`src/rtl/alu_bus_pkg.sv`:
```
// Package: alu_bus_pkg
// Shared definitions for the 8-bit ALU control bus. The host-side sequencer
// and the ALU control block both import this package.
//   phase_e     : bus phase codes carried in bus_ctrl[1:0]
//   FUNC_MSB..  : bit positions of the fields inside the ctrl byte
//   seq_state_e : sequencer FSM states
//   pack_ctrl() : builds a ctrl byte from its fields
package alu_bus_pkg;

  typedef enum logic [1:0] {
    PH_LOAD_A = 2'b00,
    PH_LOAD_B = 2'b01,
    PH_CALC   = 2'b10,
    PH_STATUS = 2'b11
  } phase_e;

  localparam int FUNC_MSB  = 7;
  localparam int FUNC_LSB  = 3;
  localparam int CARRY_BIT = 2;
  localparam int PHASE_MSB = 1;

  typedef enum logic [2:0] {
    IDLE,
    S_A,
    S_B,
    S_CALC,
    S_STAT,
    RESP
  } seq_state_e;

  function automatic logic [7:0] pack_ctrl(input logic [4:0] func,
                                           input logic       carry,
                                           input phase_e     phase);
    logic [7:0] ctrl;
    ctrl                    = '0;
    ctrl[FUNC_MSB:FUNC_LSB] = func;
    ctrl[CARRY_BIT]         = carry;
    ctrl[PHASE_MSB:0]       = phase;
    return ctrl;
  endfunction

endpackage

```
`src/rtl/alu_bus_sequencer_if.sv`:
```
// Interface: alu_bus_sequencer_if
// Bundles the request port, the response port and the ALU control bus of the
// sequencer.
//   slave  : the sequencer (takes requests, drives responses and the bus)
//   master : the host and ALU side (issues requests, takes responses, returns
//            the ALU output byte on bus_data_i)
// Signals:
//   req_valid/req_ready, req_a, req_b, req_func, req_carry : request
//   rsp_valid/rsp_ready, rsp_result, rsp_flags, rsp_carry  : response
//   bus_data_o, bus_ctrl_o : bytes to the ALU;  bus_data_i : byte from the ALU
interface alu_bus_sequencer_if;

  logic       req_valid;
  logic       req_ready;
  logic [7:0] req_a;
  logic [7:0] req_b;
  logic [4:0] req_func;
  logic       req_carry;

  logic       rsp_valid;
  logic       rsp_ready;
  logic [7:0] rsp_result;
  logic [1:0] rsp_flags;
  logic       rsp_carry;

  logic [7:0] bus_data_o;
  logic [7:0] bus_ctrl_o;
  logic [7:0] bus_data_i;

  modport slave (
    input  req_valid, req_a, req_b, req_func, req_carry,
    output req_ready,
    output rsp_valid, rsp_result, rsp_flags, rsp_carry,
    input  rsp_ready,
    output bus_data_o, bus_ctrl_o,
    input  bus_data_i
  );

  modport master (
    output req_valid, req_a, req_b, req_func, req_carry,
    input  req_ready,
    input  rsp_valid, rsp_result, rsp_flags, rsp_carry,
    output rsp_ready,
    input  bus_data_o, bus_ctrl_o,
    output bus_data_i
  );

endinterface

```
`src/rtl/alu_phase_timer.sv`:
```
// Module: alu_phase_timer
// Loadable down-counter that times how long each bus phase is held.
// Counts down to zero and then stays there until reloaded.
//   clk, rst_n : clock, synchronous active-low reset
//   load       : load load_val (takes priority over counting)
//   load_val   : reload value, normally PHASE_HOLD-1
//   done       : high while the count is zero (last cycle of a phase)
module alu_phase_timer #(
  parameter int CNT_W = 4
) (
  input  logic             clk,
  input  logic             rst_n,
  input  logic             load,
  input  logic [CNT_W-1:0] load_val,
  output logic             done
);

  localparam logic [CNT_W-1:0] ONE = CNT_W'(1);

  logic [CNT_W-1:0] count;

  // NOTE: state registers use non-blocking (<=) so every flop samples the
  // pre-edge values; blocking here would create order-dependent races.
  always_ff @(posedge clk) begin
    if (!rst_n) begin
      count <= '0;
    end else if (load) begin
      count <= load_val;
    end else if (count != '0) begin
      count <= count - ONE;
    end
  end

  assign done = (count == '0);

endmodule

```
`src/rtl/alu_bus_sequencer.sv`:
```
// Module: alu_bus_sequencer
// Host-side driver for the 8-bit ALU control bus. Takes one operation on the
// request port, drives LOAD_A, LOAD_B, CALC and STATUS for PHASE_HOLD cycles
// each, captures the ALU byte on the last CALC and last STATUS cycle, and
// returns result/flags/carry on the response port. All outputs are registered.
//   clk, rst_n : clock, synchronous active-low reset
//   bus        : request, response and ALU bus signals (slave side)
//   busy       : high in every state except IDLE
module alu_bus_sequencer
  import alu_bus_pkg::*;
#(
  parameter int PHASE_HOLD = 4,  // legal 4..15
  parameter int CNT_W      = 4   // must hold PHASE_HOLD-1
) (
  input  logic                clk,
  input  logic                rst_n,
  alu_bus_sequencer_if.slave  bus,
  output logic                busy
);

  localparam logic [CNT_W-1:0] HOLD_LAST = CNT_W'(PHASE_HOLD - 1);

  seq_state_e state_q, state_d;
  logic [7:0] a_q, a_d, b_q, b_d;
  logic [4:0] func_q, func_d;
  logic       carry_q, carry_d;

  logic       rsp_valid_d;
  logic [7:0] rsp_result_d;
  logic [1:0] rsp_flags_d;
  logic       rsp_carry_d;
  logic [7:0] bus_data_d, bus_ctrl_d;

  logic timer_load, timer_done;

  alu_phase_timer #(.CNT_W(CNT_W)) u_timer (
    .clk      (clk),
    .rst_n    (rst_n),
    .load     (timer_load),
    .load_val (HOLD_LAST),
    .done     (timer_done)
  );

  // NOTE: every signal written here gets a default first; a path that leaves
  // one unassigned would infer a latch.
  always_comb begin
    state_d      = state_q;
    a_d          = a_q;
    b_d          = b_q;
    func_d       = func_q;
    carry_d      = carry_q;
    rsp_valid_d  = bus.rsp_valid;
    rsp_result_d = bus.rsp_result;
    rsp_flags_d  = bus.rsp_flags;
    rsp_carry_d  = bus.rsp_carry;
    timer_load   = 1'b0;

    case (state_q)
      IDLE: begin
        if (bus.req_valid && bus.req_ready) begin
          a_d        = bus.req_a;
          b_d        = bus.req_b;
          func_d     = bus.req_func;
          carry_d    = bus.req_carry;
          timer_load = 1'b1;
          state_d    = S_A;
        end
      end
      S_A: begin
        if (timer_done) begin
          timer_load = 1'b1;
          state_d    = S_B;
        end
      end
      S_B: begin
        if (timer_done) begin
          timer_load = 1'b1;
          state_d    = S_CALC;
        end
      end
      S_CALC: begin
        // The ALU output has settled by the last CALC cycle.
        if (timer_done) begin
          rsp_result_d = bus.bus_data_i;
          timer_load   = 1'b1;
          state_d      = S_STAT;
        end
      end
      S_STAT: begin
        if (timer_done) begin
          rsp_flags_d = bus.bus_data_i[1:0];
          rsp_carry_d = bus.bus_data_i[2];
          rsp_valid_d = 1'b1;
          state_d     = RESP;
        end
      end
      RESP: begin
        if (bus.rsp_ready) begin
          rsp_valid_d = 1'b0;
          state_d     = IDLE;
        end
      end
      default: state_d = IDLE;
    endcase

    // Bus bytes are decoded from the next state so they leave the flops
    // aligned with the state they belong to.
    bus_data_d = '0;
    bus_ctrl_d = '0;
    case (state_d)
      S_A: begin
        bus_data_d = a_d;
        bus_ctrl_d = pack_ctrl(func_d, carry_d, PH_LOAD_A);
      end
      S_B: begin
        bus_data_d = b_d;
        bus_ctrl_d = pack_ctrl(func_d, carry_d, PH_LOAD_B);
      end
      S_CALC:       bus_ctrl_d = pack_ctrl(func_d, carry_d, PH_CALC);
      S_STAT, RESP: bus_ctrl_d = pack_ctrl(func_d, carry_d, PH_STATUS);
      default: ;
    endcase
  end

  always_ff @(posedge clk) begin
    if (!rst_n) begin
      // NOTE: operand registers are reset too; there are only a few of them
      // and it keeps the idle bus and response ports at a known zero.
      state_q        <= IDLE;
      a_q            <= '0;
      b_q            <= '0;
      func_q         <= '0;
      carry_q        <= 1'b0;
      bus.req_ready  <= 1'b1;
      busy           <= 1'b0;
      bus.rsp_valid  <= 1'b0;
      bus.rsp_result <= '0;
      bus.rsp_flags  <= '0;
      bus.rsp_carry  <= 1'b0;
      bus.bus_data_o <= '0;
      bus.bus_ctrl_o <= '0;
    end else begin
      state_q        <= state_d;
      a_q            <= a_d;
      b_q            <= b_d;
      func_q         <= func_d;
      carry_q        <= carry_d;
      bus.req_ready  <= (state_d == IDLE);
      busy           <= (state_d != IDLE);
      bus.rsp_valid  <= rsp_valid_d;
      bus.rsp_result <= rsp_result_d;
      bus.rsp_flags  <= rsp_flags_d;
      bus.rsp_carry  <= rsp_carry_d;
      bus.bus_data_o <= bus_data_d;
      bus.bus_ctrl_o <= bus_ctrl_d;
    end
  end

endmodule
```
`src/flat_wrapper.sv`:
```
// flat-port wrapper written by rule: the top's interface ports become plain ports
module alu_bus_sequencer_flat import alu_bus_pkg::*;
#(
  parameter int PHASE_HOLD = 4,                
  parameter int CNT_W      = 4                            
)
  (clk, rst_n, busy, bus_req_valid, bus_req_a, bus_req_b, bus_req_func, bus_req_carry, bus_req_ready, bus_rsp_valid, bus_rsp_result, bus_rsp_flags, bus_rsp_carry, bus_rsp_ready, bus_bus_data_o, bus_bus_ctrl_o, bus_bus_data_i);
  alu_bus_sequencer_if bus_i ();
  input  logic clk;
  input  logic rst_n;
  output logic busy;
  input wire logic [$bits(bus_i.req_valid)-1:0] bus_req_valid;
  input wire logic [$bits(bus_i.req_a)-1:0] bus_req_a;
  input wire logic [$bits(bus_i.req_b)-1:0] bus_req_b;
  input wire logic [$bits(bus_i.req_func)-1:0] bus_req_func;
  input wire logic [$bits(bus_i.req_carry)-1:0] bus_req_carry;
  output wire logic [$bits(bus_i.req_ready)-1:0] bus_req_ready;
  output wire logic [$bits(bus_i.rsp_valid)-1:0] bus_rsp_valid;
  output wire logic [$bits(bus_i.rsp_result)-1:0] bus_rsp_result;
  output wire logic [$bits(bus_i.rsp_flags)-1:0] bus_rsp_flags;
  output wire logic [$bits(bus_i.rsp_carry)-1:0] bus_rsp_carry;
  input wire logic [$bits(bus_i.rsp_ready)-1:0] bus_rsp_ready;
  output wire logic [$bits(bus_i.bus_data_o)-1:0] bus_bus_data_o;
  output wire logic [$bits(bus_i.bus_ctrl_o)-1:0] bus_bus_ctrl_o;
  input wire logic [$bits(bus_i.bus_data_i)-1:0] bus_bus_data_i;
  assign bus_i.req_valid = bus_req_valid;
  assign bus_i.req_a = bus_req_a;
  assign bus_i.req_b = bus_req_b;
  assign bus_i.req_func = bus_req_func;
  assign bus_i.req_carry = bus_req_carry;
  assign bus_req_ready = bus_i.req_ready;
  assign bus_rsp_valid = bus_i.rsp_valid;
  assign bus_rsp_result = bus_i.rsp_result;
  assign bus_rsp_flags = bus_i.rsp_flags;
  assign bus_rsp_carry = bus_i.rsp_carry;
  assign bus_i.rsp_ready = bus_rsp_ready;
  assign bus_bus_data_o = bus_i.bus_data_o;
  assign bus_bus_ctrl_o = bus_i.bus_ctrl_o;
  assign bus_i.bus_data_i = bus_bus_data_i;
  alu_bus_sequencer #(.PHASE_HOLD(PHASE_HOLD), .CNT_W(CNT_W)) u_core (.clk(clk), .rst_n(rst_n), .bus(bus_i), .busy(busy));
endmodule
```
`config.mk`:
```
export PLATFORM = sky130hd
export DESIGN_NAME = alu_bus_sequencer_flat
export DESIGN_NICKNAME = d
export VERILOG_FILES = /design/src/rtl/alu_bus_pkg.sv /design/src/rtl/alu_bus_sequencer_if.sv /design/src/rtl/alu_phase_timer.sv /design/src/rtl/alu_bus_sequencer.sv /design/src/flat_wrapper.sv
export SDC_FILE = /design/constraint.sdc
export NUM_CORES = 1
export LEC_CHECK = 0
export ABC_AREA = 1
export BUFFER_PORTS_ARGS = -buffer_cell sky130_fd_sc_hd__buf_2
export CAP_MARGIN = 20
export CORE_MARGIN = 3
export CORE_UTILIZATION = 30
export DETAILED_ROUTE_END_ITERATION = 10
export SETUP_SLACK_MARGIN = 0.3
export SYNTH_ARGS = -nofsm -noshare
export SYNTH_HDL_FRONTEND = slang
export SYNTH_HIERARCHICAL = 1
export SYNTH_SLANG_ARGS = --single-unit
```
`constraint.sdc`:
```
create_clock -name clk -period 2.9 [get_ports clk]
set_input_delay 0.435 -clock clk [delete_from_list [all_inputs] [get_ports clk]]
set_output_delay 0.435 -clock clk [all_outputs]
set_load 0.01 [all_outputs]
```
### Word level (Yosys, flattened, before mapping)

Cells that the tools add are included.

* register bits: 59
* input bits: 34
* output and inout port bits: 30
* word-level logic and storage cells: 68

* $add $sub $neg: 1
* equal/unequal tests: 12
* multiplexer cells: 25
* bitwise operators: 1
* reductions and logical operators: 14

Operator list (number)
* 2-to-1 mux 8 bit: 4
* one-hot mux 8 bit (4 select lines): 1
* 2-to-1 mux 3 bit: 6
* one-hot mux 3 bit (6 select lines): 1
* one-hot mux 8 bit (2 select lines): 1
* == test 3 x 2 -> 1 bit, second input constant: 4
* == test 3 bit, second input constant: 4
* 2-to-1 mux 5 bit: 2
* == test 3 x 1 -> 1 bit, second input constant: 2
* zero test 3 bit: 2
* 2-to-1 mux 1 bit: 6
* zero test 4 bit: 1
* 2-to-1 mux 2 bit: 2
* one-hot mux 1 bit (2 select lines): 2
* AND reduction 2 bit: 2
* nonzero test 2 bit: 2
* nonzero test 4 bit: 1
* OR reduction 2 bit: 2
* subtractor 4 x 1 -> 4 bit, second input constant: 1
* AND reduction 3 bit: 1
* nonzero test 3 bit: 1
* OR reduction 3 bit: 1
* != test 2 x 1 -> 1 bit, second input constant: 1
* != test 2 bit, second input constant: 1
* other kinds (2): 2

### Longest topological paths before layout

* depth after elaboration: 6
* depth in mapped cells: 12
* depth with buffers taken out: 12

### Cells and area by module

Netlist, hierarchy kept.

Modules (own cells, without submodules)
* alu_bus_sequencer: times used 1, cells each 307, area each 2252.2 µm²
* alu_phase_timer: times used 1, cells each 40, area each 247.7 µm²

### Least setup slack after synthesis

Ideal clock, no wire load.

* path type: register -> register
* start point: register u_core.u_timer.count[0]
* end point: register u_core.u_timer.count[3]
* library setup time: 111 ps
* data arrival time: 1562 ps
* required time: 2789 ps
* slack: 1227 ps
* cell stages (with the launch flop): 12
* path buffers: 1
* cell sequence: dfxtp_1 -> inv_1 -> ha_1 -> nand2_1 -> nor2_1 -> buf_2 -> nand2_1 -> nand2_1 -> inv_2 -> or2_0 -> nand3_1 -> nor2_1

* longest elaborated chain between the ends: 4
* elaborated cells between the ends (all ways): 6
* classes of those cells: 1 x add/sub; 2 x mux; 3 x reduce/logical

Ends and longest elaborated chain
* start: declaration: RTL line alu_phase_timer.sv:20 `logic [CNT_W-1:0] count;`
* start signal: assignment: RTL line alu_phase_timer.sv:28 `count <= load_val;`
* start signal: assignment: RTL line alu_phase_timer.sv:30 `count <= count - ONE;`
* zero test 4 bit: RTL line alu_phase_timer.sv:34 `assign done = (count == '0);`
* net u_core.timer_done: RTL line alu_bus_sequencer.sv:34 `logic timer_load, timer_done;`
* 2-to-1 mux 1 bit: RTL line alu_bus_sequencer.sv:70, alu_bus_sequencer.sv:76, alu_bus_sequencer.sv:83
* one-hot mux 1 bit (2 select lines): RTL line alu_bus_sequencer.sv:58 `case (state_q)`
* net u_core.timer_load: RTL line alu_bus_sequencer.sv:34
* OR reduction 2 bit (no source line)

The timed path passes the listed nets, and every way through them passes these cells.
A chain may end at the register's enable or synchronous reset.

### Worst setup path in the final report

* start point: register u_core.u_timer.count[0]
* end point: register u_core.bus.bus_ctrl_o[2]

* longest elaborated chain between the ends: 6
* elaborated cells between the ends (all ways): 13
* classes of those cells: 5 x eq/ne; 6 x mux; 2 x reduce/logical

Ends and longest elaborated chain
* zero test 4 bit (*): RTL line alu_phase_timer.sv:34
* net u_core.timer_done: RTL line alu_bus_sequencer.sv:34
* 2-to-1 mux 3 bit, on equally long branches
* one-hot mux 3 bit (6 select lines) (*): RTL line alu_bus_sequencer.sv:58
* == test 3 bit: RTL line alu_bus_sequencer.sv:110 `case (state_d)`
* OR reduction 2 bit: RTL line alu_bus_sequencer.sv:110
* one-hot mux 8 bit (4 select lines) (*): RTL line alu_bus_sequencer.sv:110
* end signal: assignment: RTL line alu_bus_sequencer.sv:155 `bus.bus_ctrl_o <= bus_ctrl_d;`
* end: declaration: RTL line alu_bus_sequencer_if.sv:35 `output bus_data_o, bus_ctrl_o,`

The timed path passes the listed nets; every way through them passes the cells marked *.

==> reports/results.txt <==
status -> finished, final reports clean
TritonCTS Sinks -> 59
Levels on crit path -> 12
ratio of cells with drive above 1 in the final layout -> 0.239
sequential power share -> 0.394
WL final -> 5.91 mm
gr usage total -> 0.131
RePlAce Congestion -> 0.833
Fillers -> 855
post-synthesis adder-cell area fraction -> 0.00501
Max VDD drop -> 0.368 mV
total vias in the final route -> 2330
post-CTS sizing -> 0
Final Hold Fails -> 0
warnings from Yosys -> 6
Worst slew margin -> 0.520
core area -> 0.00789 sq mm
Storage cell area -> 0.00118 sq mm
insertion delay to the later sink of the worst-skew pair -> 0.33 ns
# hold bufs at CTS -> 0
Worst-path clk slew -> 0.06 ns
setup TNS -> 0 ns
initial drt markers -> 72
CP Launch Point -> u_core/u_timer/count[0]
synth top area cells -> dfxtp_1 47%, nand2_1 14%, nor2_1 7.2%
launching point of the worst reg2reg path -> u_core/u_timer/count[0]
Die Ht -> 97.3 um
Port Buffers -> 63
cells along the critical path -> inv_1 -> ha_1 -> nand2_1 -> nor2_1 -> buf_4 -> nand2_1 -> inv_1 -> nand2_1 -> nand3_1 -> nand2_2 -> nor2_2 -> nor2_1
clock buffer depth -> 2
per-cell routed wire length -> 11.4 um
Post-Syn Area -> 0.00250 sq mm
slowest cell delay on critical path -> 0.32 ns
Max Cap Viol -> 0
clock buffer count from CTS -> 9
Area Overhead vs Synth -> 22.2%
area share of the largest cell type after synthesis -> 0.472
post-synthesis compound-gate area fraction -> 0.0621
Synth Area in Simple Gates -> 0.367
Power Internal -> 1720 uW
final period utilization -> 0.677
R2R depth -> 12
Buf/Inv on CP -> 3
skew final -> 0.00454 ns
Synth Area in XOR/XNOR -> 0
Max Fclk -> 509 MHz
CP most frequent cell -> nand2_1
Post-Synthesis Cells -> 347
Max stage delay cell, worst path -> dfxtp_1
first-pass GRT wire length -> 10.1 mm
root buffer cell -> clkbuf_8
DRC errors left -> 0
Syn Area/Cell -> 7.20 sq um
HP Start -> bus_bus_data_i[6]
Final Net Count -> 449
Req. time, crit path -> 3.11 ns
Hold Crit Class -> input port to flip-flop
Top Family by Delay on Critical Path -> simple AND/OR/NAND/NOR gates
Starting Density -> 0.317
power share of the combinational group -> 0.386
Final Max Slew Viols -> 0
Worst-Margin Slew -> 0.719 ns
Design Power -> 2870 uW
n_diodes -> 0
IO Count -> 64
area of the multi-input gates -> 0.00110 sq mm
Max FO, Critical Path -> 11
setup bufs post-CTS -> 0
register bit total from synthesis -> 59
drt first pass iters -> 4
dpl hpwl -> 4.18 mm
crit path time final -> 1.96 ns
switch share -> 0.401
crit path DAT -> 2.17 ns
antenna viol nets, final -> 0
DIE WIDTH -> 97.3 um
Remaining Overflow, GRT -> 0
largest net degree at the start of global routing -> 31
Clock Power Share -> 0.220
vias in the first global route -> 2265
synth unique cells -> 27
unrepaired setup endpoints after global routing -> false
WHS Path Cells -> 3
mux cell area share after synthesis -> 0
CTS tree -> done
initial antenna violation count -> 0
WS Path Type -> flip-flop to flip-flop
Power Density -> 939 mW/mm^2
total die area -> 0.00946 sq mm
Switch Pwr -> 1150 uW
Core Rows -> 32
final setup vio count -> 0
dominant combinational cell family by area after synthesis -> simple AND/OR/NAND/NOR gates
register area share after synthesis -> 0.472
vias per cell -> 4.48
Lkg Pwr -> 0.00161 uW
largest area contributor in the netlist -> dfxtp_1
Worst setup SP type -> flip-flop
H-tree depth -> 3
crit end category -> flip-flop
[per-layer routing]
layer | part of all wire | global-route usage | up-vias | wire, um
met5 | 0 | 0 | - | 0
met3 | 0.059 | 0.0510 | 7 | 350
met4 | 0.018 | 0.0490 | 0 | 107
li1 | - | - | 1218 | -
met1 | 0.47 | 0.157 | 1041 | 2760
met2 | 0.46 | 0.213 | 64 | 2700
[final timing paths]
| kind | to | slack [ns] |
|---|---|---|
| max | u_core/bus.bus_ctrl_o[2] | 0.94 |
| min | u_core/bus.rsp_result[6] | 0.36 |
| max reg2reg | u_core/bus.bus_ctrl_o[2] | 0.94 |
| min reg2reg | u_core/bus.rsp_flags[0] | 0.47 |
[placed cells by master, fill, tap and decap left out, drive strengths merged]
master,count
dfxtp,59
nand3,28
clkbuf,12
a31oi,1
nand2,96
buf,65
o21ai,13
or2,7
inv,40
and3,8
a21oi,16
ha,1
conb,4
nor2,53
clkinv,4
nand4,11
[worst min-delay path, cell delays in order]
cell     delay (ns)
buf_2          0.07
o21ai_0        0.07
nor2_1         0.08
[synthesized netlist by cell type]
cell type,count
ha_1,1
and3_1,8
nand3_2,1
inv_2,4
nand3_1,27
inv_1,36
nand2_4,2
nor2_4,3
dfxtp_1,59
clkbuf_1,4
a21oi_1,16
or2_2,5
nand2_1,91
or2_0,2
buf_6,3
buf_4,1
buf_2,3
nand4_1,11
nor2_2,2
o21ai_2,1
a31oi_1,1
nor2_1,48
nand2_2,3
conb_1,2
o21ai_1,2
o21ai_0,10
clkinv_2,1
[power by group through the flow]
stage	Sequential (uW)	Clock, uW	Combinational [uW]
CTS	1130	657	1110
global route	1160	691	1270
finish	1130	629	1110
detailed placement	1140	0	1100
floorplan	1150	0	828
global placement	1150	0	1090
[state kept, by name (all words and copies together) (netlist names), 2 cells and up]
register and flops:
u_core/state_q 3, u_core/bus.rsp_result 8, u_core/u_timer/count 4, u_core/bus.rsp_flags 2, u_core/func_q 5, u_core/b_q 8, u_core/bus.bus_data_o 8, u_core/a_q 8
u_core/bus.bus_ctrl_o 8
[cells by family after synthesis]
kind of cell | count (synthesis)
and+or+nand+nor | 203
AOI/OAI and AO/OA | 30
adders and majority gates | 1
DFF | 59
other | 2
buffers and inverters | 52
[stage by stage]
stage / hold slack (ns) / std cells / setup WS (ns) / area [sq um] / util
4_1_cts: 0.342 / 520 / 0.960 / 3050 / 0.387
3_5_place_dp: 0.459 / 505 / 0.994 / 2890 / 0.367
2_1_floorplan: 0.459 / 349 / 1.23 / 2510 / -
3_3_place_gp: 0.457 / 505 / 1.06 / 2890 / 0.367
6_report: 0.360 / 520 / 0.936 / 3050 / 0.387
5_1_grt: 0.347 / 520 / 0.731 / 3050 / 0.387
[cell type report]
class	instances	area share
inverter	41	0.0508
timing repair buffer	65	0.108
sequential	59	0.387
clock inverter	3	0.00492
tap	102	0.0418
clock buffer	12	0.0475
multi-input combinational	238	0.360
Power figures use the tool's default switching activity.
